## config.mk

```make
export PLATFORM = sky130hd
export DESIGN_NAME = imem_boot_loader_flat
export DESIGN_NICKNAME = d
export VERILOG_FILES = /design/src/rtl/imem_boot_loader_if.sv /design/src/rtl/imem_boot_loader.sv /design/src/flat_wrapper.sv
export SDC_FILE = /design/constraint.sdc
export NUM_CORES = 1
export LEC_CHECK = 0
export CAP_MARGIN = 20
export CORE_MARGIN = 10
export CORE_UTILIZATION = 57
export CTS_CLUSTER_DIAMETER = 60
export DETAILED_ROUTE_END_ITERATION = 6
export GPL_TIMING_DRIVEN = 0
export PLACE_DENSITY = 0.83
export SLEW_MARGIN = 10
export SYNTH_ARGS = -nofsm -noshare
export SYNTH_HDL_FRONTEND = slang
export SYNTH_SLANG_ARGS = --single-unit
```

## constraint.sdc

```tcl
create_clock -name clk -period 4.8 [get_ports clk]
set_input_delay 1.2 -clock clk [delete_from_list [all_inputs] [get_ports clk]]
set_output_delay 1.2 -clock clk [all_outputs]
set_load 0.005 [all_outputs]
```

## src/rtl/imem_boot_loader_if.sv

```systemverilog
// Byte-stream input and instruction-memory load port of the boot loader.
// The master modport belongs to the byte source; the slave modport belongs to the loader.
interface imem_boot_loader_if #(
    parameter int unsigned ADDR_W = 9
);
    logic              s_valid;
    logic [7:0]        s_data;
    logic              s_ready;
    logic              we0;
    logic [ADDR_W-1:0] wr_addr0;
    logic [31:0]       wr_din0;

    modport master (
        output s_valid,
        output s_data,
        input  s_ready,
        input  we0,
        input  wr_addr0,
        input  wr_din0
    );

    modport slave (
        input  s_valid,
        input  s_data,
        output s_ready,
        output we0,
        output wr_addr0,
        output wr_din0
    );
endinterface

```

## src/rtl/imem_boot_loader.sv

```systemverilog
// Loads instruction memory from a byte stream (16-bit word-count header followed by
// little-endian words), holding the core PC in reset until the load completes.
module imem_boot_loader #(
    parameter int unsigned MAX_WORDS = 128,
    parameter int unsigned ADDR_W    = 9
) (
    input  logic                clk,
    input  logic                reset,
    input  logic                load_req,
    imem_boot_loader_if.slave   bus,
    output logic                resetpc,
    output logic                busy,
    output logic                err,
    output logic [7:0]          word_cnt
);

    localparam int unsigned WIDX_W = (MAX_WORDS > 1) ? $clog2(MAX_WORDS) : 1;
    localparam int unsigned CNT_W  = 16;

    typedef enum logic [2:0] {
        S_IDLE,
        S_HDR0,
        S_HDR1,
        S_DATA,
        S_WRITE,
        S_RUN,
        S_ERR
    } state_t;

    state_t              state_q, state_d;
    logic [CNT_W-1:0]    count_q, count_d;
    logic [WIDX_W-1:0]   word_idx_q, word_idx_d;
    logic [1:0]          byte_idx_q, byte_idx_d;
    logic [23:0]         word_buf_q, word_buf_d;
    logic [7:0]          word_cnt_q, word_cnt_d;
    logic [ADDR_W-1:0]   wr_addr_q, wr_addr_d;
    logic [31:0]         wr_din_q, wr_din_d;
    logic                s_ready_q, s_ready_d;
    logic                we0_q, we0_d;
    logic                resetpc_q, resetpc_d;
    logic                busy_q, busy_d;
    logic                err_q, err_d;

    logic                xfer;
    logic [CNT_W-1:0]    hdr_count;
    logic                last_word;

    assign xfer      = bus.s_valid & s_ready_q;
    assign hdr_count = {bus.s_data, count_q[7:0]};
    assign last_word = (CNT_W'(word_idx_q) == (count_q - CNT_W'(1)));

    // State and registered outputs
    always_ff @(posedge clk) begin
        if (reset) begin
            state_q    <= S_IDLE;
            count_q    <= '0;
            word_idx_q <= '0;
            byte_idx_q <= '0;
            word_buf_q <= '0;
            word_cnt_q <= '0;
            wr_addr_q  <= '0;
            wr_din_q   <= '0;
            s_ready_q  <= 1'b0;
            we0_q      <= 1'b0;
            resetpc_q  <= 1'b0;
            busy_q     <= 1'b0;
            err_q      <= 1'b0;
        end else begin
            state_q    <= state_d;
            count_q    <= count_d;
            word_idx_q <= word_idx_d;
            byte_idx_q <= byte_idx_d;
            word_buf_q <= word_buf_d;
            word_cnt_q <= word_cnt_d;
            wr_addr_q  <= wr_addr_d;
            wr_din_q   <= wr_din_d;
            s_ready_q  <= s_ready_d;
            we0_q      <= we0_d;
            resetpc_q  <= resetpc_d;
            busy_q     <= busy_d;
            err_q      <= err_d;
        end
    end

    // Next-state, datapath and Moore output decode of the next state
    always_comb begin
        state_d    = state_q;
        count_d    = count_q;
        word_idx_d = word_idx_q;
        byte_idx_d = byte_idx_q;
        word_buf_d = word_buf_q;
        word_cnt_d = word_cnt_q;
        wr_addr_d  = wr_addr_q;
        wr_din_d   = wr_din_q;

        if (load_req) begin
            // Restart wins over any byte presented this cycle; partial words are dropped.
            state_d    = S_HDR0;
            count_d    = '0;
            word_idx_d = '0;
            byte_idx_d = '0;
            word_buf_d = '0;
            word_cnt_d = '0;
        end else begin
            case (state_q)
                S_HDR0: begin
                    if (xfer) begin
                        count_d[7:0] = bus.s_data;
                        state_d      = S_HDR1;
                    end
                end
                S_HDR1: begin
                    if (xfer) begin
                        count_d    = hdr_count;
                        word_idx_d = '0;
                        byte_idx_d = '0;
                        if (hdr_count == '0) begin
                            state_d = S_RUN;
                        end else if (hdr_count > CNT_W'(MAX_WORDS)) begin
                            state_d = S_ERR;
                        end else begin
                            state_d = S_DATA;
                        end
                    end
                end
                S_DATA: begin
                    if (xfer) begin
                        byte_idx_d = byte_idx_q + 2'd1;
                        case (byte_idx_q)
                            2'd0: word_buf_d[7:0]   = bus.s_data;
                            2'd1: word_buf_d[15:8]  = bus.s_data;
                            2'd2: word_buf_d[23:16] = bus.s_data;
                            default: begin
                                wr_addr_d = ADDR_W'({word_idx_q, 2'b00});
                                wr_din_d  = {bus.s_data, word_buf_q};
                                state_d   = S_WRITE;
                            end
                        endcase
                    end
                end
                S_WRITE: begin
                    word_cnt_d = word_cnt_q + 8'd1;
                    byte_idx_d = '0;
                    if (last_word) begin
                        state_d = S_RUN;
                    end else begin
                        word_idx_d = word_idx_q + WIDX_W'(1);
                        state_d    = S_DATA;
                    end
                end
                S_IDLE, S_RUN, S_ERR: begin
                    state_d = state_q;
                end
                default: begin
                    state_d = S_IDLE;
                end
            endcase
        end

        s_ready_d = (state_d == S_HDR0) || (state_d == S_HDR1) || (state_d == S_DATA);
        we0_d     = (state_d == S_WRITE);
        resetpc_d = (state_d == S_RUN);
        err_d     = (state_d == S_ERR);
        busy_d    = (state_d == S_HDR0) || (state_d == S_HDR1) ||
                    (state_d == S_DATA) || (state_d == S_WRITE);
    end

    assign bus.s_ready  = s_ready_q;
    assign bus.we0      = we0_q;
    assign bus.wr_addr0 = wr_addr_q;
    assign bus.wr_din0  = wr_din_q;
    assign resetpc      = resetpc_q;
    assign busy         = busy_q;
    assign err          = err_q;
    assign word_cnt     = word_cnt_q;

endmodule

```

## src/flat_wrapper.sv

```systemverilog
// flat-port wrapper written by rule: the top's interface ports become plain ports
module imem_boot_loader_flat 
#(
    parameter int unsigned MAX_WORDS = 128,
    parameter int unsigned ADDR_W    = 9
)
  (clk, reset, load_req, resetpc, busy, err, word_cnt, bus_s_valid, bus_s_data, bus_s_ready, bus_we0, bus_wr_addr0, bus_wr_din0);
  imem_boot_loader_if #(.ADDR_W(ADDR_W)) bus_i ();
  input  logic clk;
  input  logic reset;
  input  logic load_req;
  output logic resetpc;
  output logic busy;
  output logic err;
  output logic [7:0] word_cnt;
  input wire logic [$bits(bus_i.s_valid)-1:0] bus_s_valid;
  input wire logic [$bits(bus_i.s_data)-1:0] bus_s_data;
  output wire logic [$bits(bus_i.s_ready)-1:0] bus_s_ready;
  output wire logic [$bits(bus_i.we0)-1:0] bus_we0;
  output wire logic [$bits(bus_i.wr_addr0)-1:0] bus_wr_addr0;
  output wire logic [$bits(bus_i.wr_din0)-1:0] bus_wr_din0;
  assign bus_i.s_valid = bus_s_valid;
  assign bus_i.s_data = bus_s_data;
  assign bus_s_ready = bus_i.s_ready;
  assign bus_we0 = bus_i.we0;
  assign bus_wr_addr0 = bus_i.wr_addr0;
  assign bus_wr_din0 = bus_i.wr_din0;
  imem_boot_loader #(.MAX_WORDS(MAX_WORDS), .ADDR_W(ADDR_W)) u_core (.clk(clk), .reset(reset), .load_req(load_req), .bus(bus_i), .resetpc(resetpc), .busy(busy), .err(err), .word_cnt(word_cnt));
endmodule
```

======== Word level (Yosys, flattened, before mapping) ========
Cells that the tools add are included.
cells by class
  bitwise logic cells ..................... 4
  multiplexer cells ....................... 17
  $mul .................................... 0
  add/sub/neg operators ................... 4
  equal/unequal tests ..................... 18
  divide/modulo/power cells ............... 0
  reduce and logical (&&, ||, !) cells .... 19
  magnitude comparators ................... 1
  shifts and indexed selects .............. 0
operators by type and width
  kind                   count
  $mux 3                 8
  $eq 3x3->1 const B     6
  $reduce_and 3->1       6
  $eq 7x16->1            1
  $gt 16x8->1 const B    1
  $logic_not 16->1       1
  $pmux 8 s2             1
  $sub 16x1->16 const B  1
  $pmux 3 s5             1
  $mux 7                 2
  $pmux 7 s2             1
  $eq 3x2->1 const B     4
  $add 8x1->8 const B    1
  $mux 8                 1
  $add 7x1->7 const B    1
  $eq 3x1->1 const B     2
  $pmux 2 s3             1
  $reduce_or 3->1        2
  $mux 2                 2
  $ne 2x1->1 const B     2
  $reduce_and 4->1       1
  $logic_not 3->1        1
  $logic_or 1x1->1       3
  $not 1->1              3
  10 further kinds       10
storage, ports and cells
  bits of input ports ..................... 12
  bits in read-only memories .............. 0
  RAM bits ................................ 0
  word-level logic and storage cells ...... 79
  bits in latches ......................... 0
  memories ................................ 0
  flip-flop bits (word level) ............. 104

======== Depth between registers and ports, before layout ========
Gate-level depths: netlist of the first run.
  depth in word-level cells ............... 10
  depth in mapped cells ................... 12
  depth with buffers taken out ............ 9

======== Worst setup path after synthesis of the first run ========
OpenSTA, ideal clock, no wires.
  kind .................................... input-to-reg
  from .................................... input bus_s_valid
  to ...................................... register u_core.wr_din_q[16], in the netlist u_core.bus.wr_din0[16]
  library setup time ...................... 0.132 ns
  arrival ................................. 2.604 ns
  path buffers ............................ 3
  cell stages on the path ................. 9
  slack ................................... 2.063 ns
  cell sequence ........................... nand2_1 nor2_1 and3_1 clkbuf_1 nand3_1 clkbuf_1 clkbuf_1 nand2_1 a21oi_1
on the way
  word-level cells in the longest chain between the ends .. 2
ends and longest elaborated chain
  element                     line                    RTL
  start, declared             flat_wrapper.sv:16      input wire logic [$bits(bus_i.s_valid)-1:0] bus_s_valid;
  $and 1x1->1                 imem_boot_loader.sv:48  assign xfer = bus.s_valid & s_ready_q;
  $reduce_and 4->1 (no line)  n/a
  end signal, assigned        imem_boot_loader.sv:76  wr_din_q <= wr_din_d;
  end, declared               imem_boot_loader.sv:37  logic [31:0] wr_din_q, wr_din_d;
Every way passes these cells.
A chain may end at the register's enable or synchronous reset.

======== Worst setup path after layout of the first run ========
  from .................................... input bus_s_valid
  to ...................................... register u_core.wr_din_q[24], in the netlist u_core.bus.wr_din0[24]
The elaborated chain is that of the path after synthesis.

==> results of run 1 <==
==> power groups by stage <==
| stage | logic [mW] | clock network, mW | registers (mW) |
|---|---|---|---|
| 6_report | 0.0775 | 0.521 | 0.867 |
| 5_1_grt | 0.0835 | 0.561 | 0.868 |
| 4_1_cts | 0.0765 | 0.529 | 0.867 |
| 3_5_place_dp | 0.0760 | 0 | 0.887 |
| 3_3_place_gp | 0.0751 | 0 | 0.887 |
| 2_1_floorplan | 0.0429 | 0 | 0.887 |
==> kinds of logic (layout without fill, tap and decap cells) <==
family / after synthesis / after routing / synth area share
AOI/OAI and AO/OA: 107 / 107 / 0.135
xor gates and xnor gates: 16 / 16 / 0.0302
adders and majority gates: 7 / 7 / 0.0188
buffers and inverters: 52 / 130 / 0.0517
DFF: 104 / 104 / 0.448
muxes: 18 / 18 / 0.0398
other: 1 / 2 / 0.000807
and+or+nand+nor: 264 / 264 / 0.275
==> metal layers <==
metal / wire length [um] / track usage
met5: 0 / 0
met4: 136 / 0.0578
met3: 1100 / 0.0429
met2: 5640 / 0.327
met1: 5110 / 0.255
==> cells in the final DEF (no fill, tap or decap), types with 3 or more instances in the layout <==
master	instances
sky130_fd_sc_hd__xor2_1	9
sky130_fd_sc_hd__nor4_1	8
sky130_fd_sc_hd__inv_1	9
sky130_fd_sc_hd__clkbuf_8	9
sky130_fd_sc_hd__or3_1	4
sky130_fd_sc_hd__buf_1	4
sky130_fd_sc_hd__dfxtp_1	104
sky130_fd_sc_hd__or2_2	3
sky130_fd_sc_hd__xnor2_1	7
sky130_fd_sc_hd__a31oi_1	6
sky130_fd_sc_hd__nand3_1	37
sky130_fd_sc_hd__buf_2	3
sky130_fd_sc_hd__and3_1	7
sky130_fd_sc_hd__mux2i_1	17
sky130_fd_sc_hd__clkbuf_1	28
sky130_fd_sc_hd__nand2b_1	3
sky130_fd_sc_hd__or4_1	3
sky130_fd_sc_hd__a21oi_1	75
sky130_fd_sc_hd__nand2_1	121
sky130_fd_sc_hd__nand4_1	7
sky130_fd_sc_hd__nor2_1	39
sky130_fd_sc_hd__buf_4	3
sky130_fd_sc_hd__nor3_1	9
sky130_fd_sc_hd__o21ai_1	3
sky130_fd_sc_hd__buf_6	4
sky130_fd_sc_hd__ha_1	7
sky130_fd_sc_hd__clkdlybuf4s50_1	62
sky130_fd_sc_hd__a211oi_1	3
==> worst max path at each step <==
| stage | startpoint | endpoint | cells after the start |
|---|---|---|---|
| after floorplan | bus_s_valid | u_core.bus.wr_din0[16] | 9 |
| after global placement | bus_s_valid | u_core.bus.wr_din0[20] | 10 |
| after detailed placement | bus_s_valid | u_core.bus.wr_din0[24] | 10 |
| after CTS | bus_s_valid | u_core.bus.wr_din0[24] | 10 |
| after global routing | bus_s_valid | u_core.bus.wr_din0[16] | 9 |
| final | bus_s_valid | u_core.bus.wr_din0[24] | 10 |
==> layout make-up <==
cell class / instances / area, um2 / area share
well taps: 102 / 128 / 0.0228
flip-flops and latches: 104 / 2080 / 0.373
clock inverters: 7 / 62.6 / 0.0112
plain buffers: 42 / 203 / 0.0363
multi-input cells: 414 / 2330 / 0.417
clock buffers: 9 / 124 / 0.0222
repair buffers: 62 / 621 / 0.111
inverters: 10 / 37.5 / 0.00672
==> registers in the layout (all words and copies together), names as in the netlist <==
name,count
u_core.count_q,16
u_core.byte_idx_q,2
u_core.word_idx_q,7
u_core.bus.s_ready,1
u_core.err,1
u_core.state_q,3
u_core.resetpc,1
u_core.word_cnt,8
u_core.bus.wr_addr0,7
u_core.word_buf_q,24
u_core.bus.we0,1
u_core.busy,1
u_core.bus.wr_din0,32
==> critical path, delay by kind of cell <==
family	cells	cell delay, ps
AND/OR/NAND/NOR	5	960
buffers and inverters	4	1390
AO/OA/AOI/OAI	1	70
==> stage by stage <==
step | instance area, um2 | cells | setup WS (ps) | util
after global routing | 5590 | 750 | 1170 | 0.712
after global placement | 5400 | 734 | 1090 | 0.688
after CTS | 5590 | 750 | 1440 | 0.712
final | 5590 | 750 | 1420 | 0.712
after detailed placement | 5400 | 734 | 1050 | 0.688
after floorplan | 4650 | 570 | 2060 | -
==> run summary, run 1 <==
Via count of the first global-routing pass: 3997
Part of the total power dissipated in the clock network: 0.356
Clock-pin slew reported for the worst setup and hold paths after clock tree synthesis: 100 ps
Kind of start point of the critical path: input pin
Post-layout power: 1.47 mW
Drt first-iter violations: 263
Final Skew: 11.3 ps
Count of pins on the block boundary: 66
Data required time of the critical path: 5050 ps
Via count normalized by instance count: 5.69
Commonest cells in the synthesized netlist: 121 x sky130_fd_sc_hd__nand2_1, 104 x sky130_fd_sc_hd__dfxtp_1, 75 x sky130_fd_sc_hd__a21oi_1
Remaining global-route overflow: 0
Net switching component of the power: 0.372 mW
Cell area after technology mapping: 0.00465 mm2
Hold/Removal Path Class: reg2reg
Core outline area: 0.00785 mm2
Leading cell type by number of instances after synthesis: sky130_fd_sc_hd__nand2_1
Overall die height: 110 um
Cells traversed along the worst timing path: clkdlybuf4s50_1, nand2_1, nor2_1, and3_1, clkbuf_1, nand3_1, clkbuf_1, clkbuf_1, nand2_1, a21oi_1
Routed length per instance: 16.0 um
Total number of yosys warnings: 0
Yosys reg bits: 104
Die area: 0.0122 mm2
Worst max-slew margin expressed relative to the limit: 0.464
DRC violation count after routing: 0
Setup crit end kind: flop
Share of the yosys chip area belonging to registers: 0.448
Wire length of the first global-routing pass: 19.6 mm
Total routed wirelength: 12.0 mm
Power density over the cells: 262 mW/mm2
Sinks on the clock net: 104
Netlist cell types: 61
Maximum level of the CTS H-tree: 3
Data arrival, critical path: 3620 ps
Post-cts resize count: 0
Number of setup violations in the final report: 0
Weighted congestion at the end of routability-driven global placement: 0.896
Leakage power summed over all cells: 1.87 nW
Async SR Flop Fraction: 0
Min-delay src: u_core.bus.wr_din0[5]
Number of max-slew violations in the final report: 0
CTS buffer count: 9
Internal portion of total power: 1.09 mW
Cell chosen for the clock root: sky130_fd_sc_hd__clkbuf_8
Most common cell on crit path: sky130_fd_sc_hd__clkbuf_1
Startpoint-to-endpoint class of the critical path: in2reg
Run status: completed
Flip-flop cell with the highest count after synthesis: sky130_fd_sc_hd__dfxtp_1
Clock tree from TritonCTS: yes
Synthesis-to-finish area growth: 20.2%
Maximum number of pins on one net before global-route repair: 20
Number of standard cells after synthesis: 569
Worst reg-to-reg path cell count: 11
Setup repair after global routing missed its margin: no
Source-to-sink clock delay at the later pin of the worst-skew pair: 370 ps
Worst hold path stage count: 2
ANT cells: 0
Worst vdd ir: 0.181 mV
# fillers: 625
Layout cells sized above 1: 0.0710
Initial antenna violation count: 0
Row count: 32
Final hold violations: 0
All-layer global routing usage: 0.198
Number of I/O port buffers: 62
Delay of the slowest critical-path stage: 500 ps
Number of flops mapped to enable cells by yosys: 0
Switching fraction of total power: 0.254
# Post-CTS Setup Buffers: 0
Clock buffer depth: 2
# nets final: 662
Sink of the worst hold path: u_core.bus.wr_din0[5]
Mean area per synthesized cell: 8.17 um2
Initial Utilization: 0.592
Chip width: 110 um
Worst reg2reg setup slack: 1580 ps
Hold Worst Slack: 459 ps
Portion of the clock cycle consumed by the worst path in the final layout: 0.704
Maximum operating frequency: 296 MHz
Hold buffer count at cts: 0
Number of detailed-routing iterations run before antenna repair: 5
Final setup TNS: 0 ps
Cell with the largest stage delay on the worst path: sky130_fd_sc_hd__clkdlybuf4s50_1
Minimum clock period: 3380 ps
HPWL after DPL: 8.90 mm
Fraction of power consumed by sequential logic: 0.592
Library cell occupying the most area in the post-synthesis netlist: sky130_fd_sc_hd__dfxtp_1
Worst Path Max Fanout: 10
Critical R2R Capture: u_core.err
Share of Yosys cell area claimed by the top area cell type: 0.448
Final ANT Viol Nets: 0
Top cells by area, synth: sky130_fd_sc_hd__dfxtp_1 45%, sky130_fd_sc_hd__nand2_1 9.8%, sky130_fd_sc_hd__a21oi_1 8.1%
Comb power frac: 0.053
Number of vias in the routed layout: 4271
MaxCap Viol Count: 0
Worst-margin pin slew: 799 ps
Reg-to-Reg Start: u_core.count_q[1]
Note: power is estimated with default switching activity, not from simulation.
==> run 2, diff against run 1 <==
--- a/config.mk
+++ b/config.mk
@@ -7,11 +7,11 @@
 export LEC_CHECK = 0
 export CAP_MARGIN = 20
 export CORE_MARGIN = 10
-export CORE_UTILIZATION = 57
+export CORE_UTILIZATION = 49
 export CTS_CLUSTER_DIAMETER = 60
 export DETAILED_ROUTE_END_ITERATION = 6
 export GPL_TIMING_DRIVEN = 0
-export PLACE_DENSITY = 0.83
+export PLACE_DENSITY = 0.76
 export SLEW_MARGIN = 10
 export SYNTH_ARGS = -nofsm -noshare
 export SYNTH_HDL_FRONTEND = slang
==> constraint.sdc (replaced) <==
create_clock -name clk -period 3.1 [get_ports clk]
set_input_delay 0.775 -clock clk [delete_from_list [all_inputs] [get_ports clk]]
set_output_delay 0.775 -clock clk [all_outputs]
set_load 0.005 [all_outputs]
==> run summary, run 2 (same netlist as run 1, synthesis figures left out) <==
Run status: completed
Number of detailed-routing iterations run before antenna repair: 5 (unchanged)
Cell with the largest stage delay on the worst path: sky130_fd_sc_hd__clkdlybuf4s50_1
Source-to-sink clock delay at the later pin of the worst-skew pair: 380 ps (about the same)
Worst Path Max Fanout: 7 (-3)
Drt first-iter violations: 321 (+22%)
# nets final: 662 (unchanged)
ANT cells: 0 (unchanged)
Setup repair after global routing missed its margin: no
Final core utilization: 0.614 (-0.0978)
Setup crit start: bus_s_data[6]
Number of max-slew violations in the final report: 0 (unchanged)
Routed length per instance: 15.9 um (-0.44%)
Worst reg2reg setup slack: 230 ps (-1350 ps)
Via count of the first global-routing pass: 4008 (+0.28%)
Cells traversed along the worst timing path: clkdlybuf4s50_1, or4_1, nor2_1, nand3_1, a31oi_1, nor4_1, a31oi_1, a31oi_1
Kind of start point of the critical path: input pin
Worst max-slew margin expressed relative to the limit: 0.376 (-0.0887)
Die area: 0.0138 mm2 (+13%)
Wire length of the first global-routing pass: 20.3 mm (+3.4%)
Number of I/O port buffers: 62 (unchanged)
Maximum operating frequency: 341 MHz
Clock-pin slew reported for the worst setup and hold paths after clock tree synthesis: 120 ps (+20 ps)
Initial antenna violation count: 0 (unchanged)
Hold/Removal Path Class: reg2reg
Row count: 35 (+9.4%)
Delay of the slowest critical-path stage: 630 ps (+130 ps)
Clock buffer depth: 2 (unchanged)
Power density over the cells: 410 mW/mm2 (+56%)
HPWL after DPL: 9.03 mm (+1.5%)
Chip width: 117 um (+6.4%)
Portion of the clock cycle consumed by the worst path in the final layout: 0.945
MaxCap Viol Count: 0 (unchanged)
Commonest non-fill, non-tap cells in the layout: 121 x sky130_fd_sc_hd__nand2_1, 104 x sky130_fd_sc_hd__dfxtp_1, 75 x sky130_fd_sc_hd__a21oi_1
Weighted congestion at the end of routability-driven global placement: 1.01 (+13%)
Overall die height: 117 um (+6.4%)
Clock tree from TritonCTS: yes
Leading cell type in the layout, fill and taps excluded: sky130_fd_sc_hd__nand2_1
Data arrival, critical path: 3170 ps (-450 ps)
Setup crit end kind: flop
Remaining global-route overflow: 0 (unchanged)
Initial Utilization: 0.503 (-0.0892)
Worst reg-to-reg path cell count: 11 (unchanged)
Number of setup violations in the final report: 0 (unchanged)
Synthesis-to-finish area growth: 22.1%
Via count normalized by instance count: 5.47 (-4.0%)
Startpoint-to-endpoint class of the critical path: in2reg
Crit path capture: u_core.busy
Worst-margin pin slew: 931 ps (+132 ps)
Data required time of the critical path: 3340 ps (-1710 ps)
Final Skew: 18.8 ps (+7.52 ps)
# fillers: 819 (+31%)
Area taken by flip-flops and latches: 0.00208 mm2 (unchanged)
Maximum level of the CTS H-tree: 3 (unchanged)
Multi-input gate area in the final layout: 0.00236 mm2 (+1.2%)
Sinks on the clock net: 104 (unchanged)
Total routed wirelength: 12.4 mm (+3.1%)
Final ANT Viol Nets: 0 (unchanged)
CTS buffer count: 9 (unchanged)
Leakage power summed over all cells: 1.88 nW (+0.90%)
Maximum number of pins on one net before global-route repair: 22 (+10%)
Number of vias in the routed layout: 4249 (-0.52%)
Layout cells sized above 1: 0.0802 (+0.00926)
Most common cell on crit path: sky130_fd_sc_hd__a31oi_1
Hold Worst Slack: 449 ps (-10.6 ps)
Core outline area: 0.00924 mm2 (+18%)
Minimum clock period: 2930 ps
All-layer global routing usage: 0.173 (-0.0248)
Worst vdd ir: 0.294 mV (+63%)
Largest register FFs: 32 (unchanged)
Count of pins on the block boundary: 66 (unchanged)
DRC violation count after routing: 0 (unchanged)
Final hold violations: 0 (unchanged)
Cell chosen for the clock root: sky130_fd_sc_hd__clkbuf_8
Critical R2R Capture: u_core.err
Reg-to-Reg Start: u_core.count_q[1]
## run 2: what timing repair did
action / in CTS / in global routing
resized for setup: 0 / 7
buffers inserted: 0 / 1
hold buffers: 0 / 0
hold endpoints to repair: 0 / 0
endpoints found under the setup margin: 0 / 16
## run 2: worst max-delay path: cells and delay by family
kind,cells,cell delay (ps)
AO/OA/AOI/OAI,3,720
buffers and inverters,1,630
AND/OR/NAND/NOR,4,1040
## run 2: metrics by stage
step / area [um2] / power [mW] / cells / setup TNS (ps) / setup slack (ps)
5_1_grt: 5670 / 2.40 / 777 / 0 / 17.6
4_1_cts: 5640 / 2.34 / 777 / 0 / 78.4
3_5_place_dp: 5430 / 1.49 / 761 / -3280 / -295
2_1_floorplan: 4650 / 1.44 / 570 / 0 / 487
6_report: 5670 / 2.33 / 777 / 0 / 170
3_3_place_gp: 5430 / 1.49 / 761 / -2310 / -224
## run 2: worst min path at each step
stage                                       from  slack [ps]                endpoint  depth (start not counted)
after floorplan             u_core.word_buf_q[0]         430   u_core.bus.wr_din0[0]                          2
after global placement    u_core.bus.wr_din0[31]         440  u_core.bus.wr_din0[31]                          2
after detailed placement   u_core.bus.wr_din0[4]         450   u_core.bus.wr_din0[4]                          2
after CTS                  u_core.word_buf_q[10]         460  u_core.bus.wr_din0[10]                          2
after global routing       u_core.word_buf_q[10]         480  u_core.bus.wr_din0[10]                          2
final                      u_core.word_buf_q[10]         450  u_core.bus.wr_din0[10]                          2
## run 2: layout make-up
| class | instances | area share |
|---|---|---|
| tap | 129 | 0.0285 |
| sequential | 104 | 0.367 |
| buffer | 41 | 0.0353 |
| clock inverter | 7 | 0.0148 |
| inverter | 10 | 0.00662 |
| clock buffer | 9 | 0.0218 |
| timing repair buffer | 63 | 0.111 |
| multi-input combinational | 414 | 0.415 |
## run 2: power breakdown
group	switching, mW	internal [mW]
combinational	0.0801	0.0435
clock	0.534	0.325
sequential	0.00315	1.34
## run 2: per-layer routing
| metal | vias up | global-route usage | routed length, um |
|---|---|---|---|
| met5 | - | 0 | 0 |
| met4 | 0 | 0.0430 | 142 |
| met3 | 15 | 0.0475 | 853 |
| met2 | 122 | 0.276 | 5620 |
| met1 | 2011 | 0.226 | 5750 |
| li1 | 2101 | - | - |
==> run 3, diff against run 2 <==
--- a/config.mk
+++ b/config.mk
@@ -6,7 +6,7 @@
 export NUM_CORES = 1
 export LEC_CHECK = 0
 export CAP_MARGIN = 20
-export CORE_MARGIN = 10
+export CORE_MARGIN = 2
 export CORE_UTILIZATION = 49
 export CTS_CLUSTER_DIAMETER = 60
 export DETAILED_ROUTE_END_ITERATION = 6
==> run summary, run 3 (same netlist as run 1, synthesis figures left out) <==
Number of detailed-routing iterations run before antenna repair: 6 (+1)
Run status: completed
Fraction of power consumed by sequential logic: 0.585 (+0.008)
Cells traversed along the worst timing path: buf_2, inv_1, ha_2, or3b_1, buf_6, o41ai_2, o32ai_1, nor4b_2, nand3_1, a211oi_2, nor3b_2
Summed area of non-filler cells in the final layout: 0.00564 mm2 (-0.64%)
Routed length per instance: 14.9 um (-6.1%)
Largest register FFs: 32 (unchanged)
Hold Worst Slack: 457 ps (+7.84 ps)
Synthesis-to-finish area growth: 21.3%
Minimum clock period: 2930 ps (+2.86 ps)
All-layer global routing usage: 0.232 (+0.0588)
Clock tree from TritonCTS: yes
Layout cells sized above 1: 0.0773 (-0.00297)
Number of max-slew violations in the final report: 0 (unchanged)
Leakage power summed over all cells: 1.86 nW (-0.91%)
Multi-input gate area in the final layout: 0.00234 mm2 (-0.53%)
Final worst-path setup slack: 167 ps (-2.86 ps)
Worst Setup Slack post-DPL: -315 ps (-19.5 ps)
Source-to-sink clock delay at the later pin of the worst-skew pair: 370 ps (about the same)
Die area: 0.0103 mm2 (-25%)
# Post-CTS Setup Buffers: 0 (unchanged)
Final setup TNS: 0 ps (unchanged)
Remaining global-route overflow: 0 (unchanged)
Internal portion of total power: 1.72 mW (+0.41%)
Count of pins on the block boundary: 66 (unchanged)
Hold/Removal Path Class: reg2reg
Hold buffer count at cts: 0 (unchanged)
# fillers: 870 (+6.2%)
Worst Path Max Fanout: 9 (+2)
Initial Utilization: 0.503 (unchanged)
Reg-to-Reg Start: u_core.count_q[1]
Final ANT Viol Nets: 0 (unchanged)
Placement Cell Area: 0.00543 mm2 (unchanged)
Post-Place Cells: 761 (unchanged)
Data required time of the critical path: 3400 ps (+60 ps)
Maximum operating frequency: 341 MHz (about the same)
# nets final: 661 (-0.15%)
Total routed wirelength: 11.6 mm (-6.3%)
Switching fraction of total power: 0.252 (-0.0136)
Weighted congestion at the end of routability-driven global placement: 0.947 (-6.3%)
Net switching component of the power: 0.578 mW (-6.5%)
Cell chosen for the clock root: sky130_fd_sc_hd__clkbuf_8
Chip width: 101 um (-14%)
Power density over the cells: 407 mW/mm2 (-0.78%)
Worst vdd ir: 0.226 mV (-23%)
Via count normalized by instance count: 5.46 (-0.20%)
Number of vias in the routed layout: 4235 (-0.33%)
Delay of the slowest critical-path stage: 380 ps (-250 ps)
Min-delay src: u_core.bus.wr_din0[1]
MaxCap Viol Count: 0 (unchanged)
Number of I/O port buffers: 62 (unchanged)
Setup repair after global routing missed its margin: yes
CTS buffer count: 9 (unchanged)
Kind of start point of the critical path: flop
Worst-margin pin slew: 947 ps (+15.9 ps)
Initial antenna violation count: 0 (unchanged)
Non-filler cells, final: 776 (-0.13%)
Commonest non-fill, non-tap cells in the layout: 121 x sky130_fd_sc_hd__nand2_1, 104 x sky130_fd_sc_hd__dfxtp_1, 75 x sky130_fd_sc_hd__a21oi_1
Drt first-iter violations: 295 (-8.1%)
DRC violation count after routing: 0 (unchanged)
Leading cell type in the layout, fill and taps excluded: sky130_fd_sc_hd__nand2_1
Maximum level of the CTS H-tree: 3 (unchanged)
Via count of the first global-routing pass: 3986 (-0.55%)
Wire length of the first global-routing pass: 19.1 mm (-5.8%)
Number of setup violations in the final report: 0 (unchanged)
Startpoint-to-endpoint class of the critical path: reg2reg
Clock-pin slew reported for the worst setup and hold paths after clock tree synthesis: 100 ps (-20 ps)
Part of the total power dissipated in the clock network: 0.362 (-0.008)
Cell with the largest stage delay on the worst path: sky130_fd_sc_hd__or3b_1
Row count: 35 (unchanged)
Final hold violations: 0 (unchanged)
Setup crit end kind: flop
Data arrival, critical path: 3230 ps (+60 ps)
Sinks on the clock net: 104 (unchanged)
Clock buffer depth: 2 (unchanged)
Area taken by flip-flops and latches: 0.00208 mm2 (unchanged)
ANT cells: 0 (unchanged)
Overall die height: 101 um (-14%)
HPWL after DPL: 8.43 mm (-6.7%)
Final Skew: 13.2 ps (-5.62 ps)
Setup crit start: u_core.count_q[1]
Core outline area: 0.00924 mm2 (unchanged)
Maximum number of pins on one net before global-route repair: 20 (-9.1%)
Portion of the clock cycle consumed by the worst path in the final layout: 0.946 (about the same)
Worst max-slew margin expressed relative to the limit: 0.365 (-0.0107)
Comb power frac: 0.053 (about the same)
## run 3: cell type report
class	instances	share of cell area
clock inverter	6	0.00977
inverter	10	0.00666
tap	129	0.0286
sequential	104	0.369
timing repair buffer	62	0.110
buffer	41	0.0353
clock buffer	10	0.0244
multi-input combinational	414	0.416
## run 3: worst paths after layout
kind / slack [ps] / depth (start not counted) / to
worst min register to register: 460 / 2 / u_core.bus.wr_din0[1]
worst min-delay path: 460 / 2 / u_core.bus.wr_din0[1]
worst max-delay path: 170 / 11 / u_core.err
worst max register to register: 170 / 11 / u_core.err
## run 3: power groups by stage
stage	clock network (mW)	registers [mW]	logic, mW
6_report	0.830	1.34	0.121
5_1_grt	0.888	1.34	0.130
4_1_cts	0.836	1.34	0.119
3_5_place_dp	0	1.37	0.118
3_3_place_gp	0	1.37	0.117
2_1_floorplan	0	1.37	0.0664
## run 3: stage by stage
stage                      util  total power [mW]
after floorplan               -              1.44
after global placement    0.588              1.49
after detailed placement  0.588              1.49
after CTS                 0.609              2.30
after global routing      0.610              2.36
final                     0.610              2.29
## run 3: worst max-delay path, delay by kind of cell, from the launching register on
family,cells,cell delay (ps)
simple gates,4,1150
fa+ha+maj,1,250
flops,1,320
compound gates,3,760
buf+inv,3,380
## run 3: timing repair
item / CTS / global route
endpoints found under the setup margin: 0 / 18
resized for setup: 0 / 4
hold endpoints to repair: 0 / 0
## run 3: routing by layer
metal	part of all wire	wire, um	global-route usage	vias to the layer above
met2	0.47	5450	0.383	145
met5	0	0	0	-
met3	0.049	570	0.0269	14
met1	0.47	5390	0.316	1981
met4	0.015	179	0.0821	0
li1	-	-	-	2095
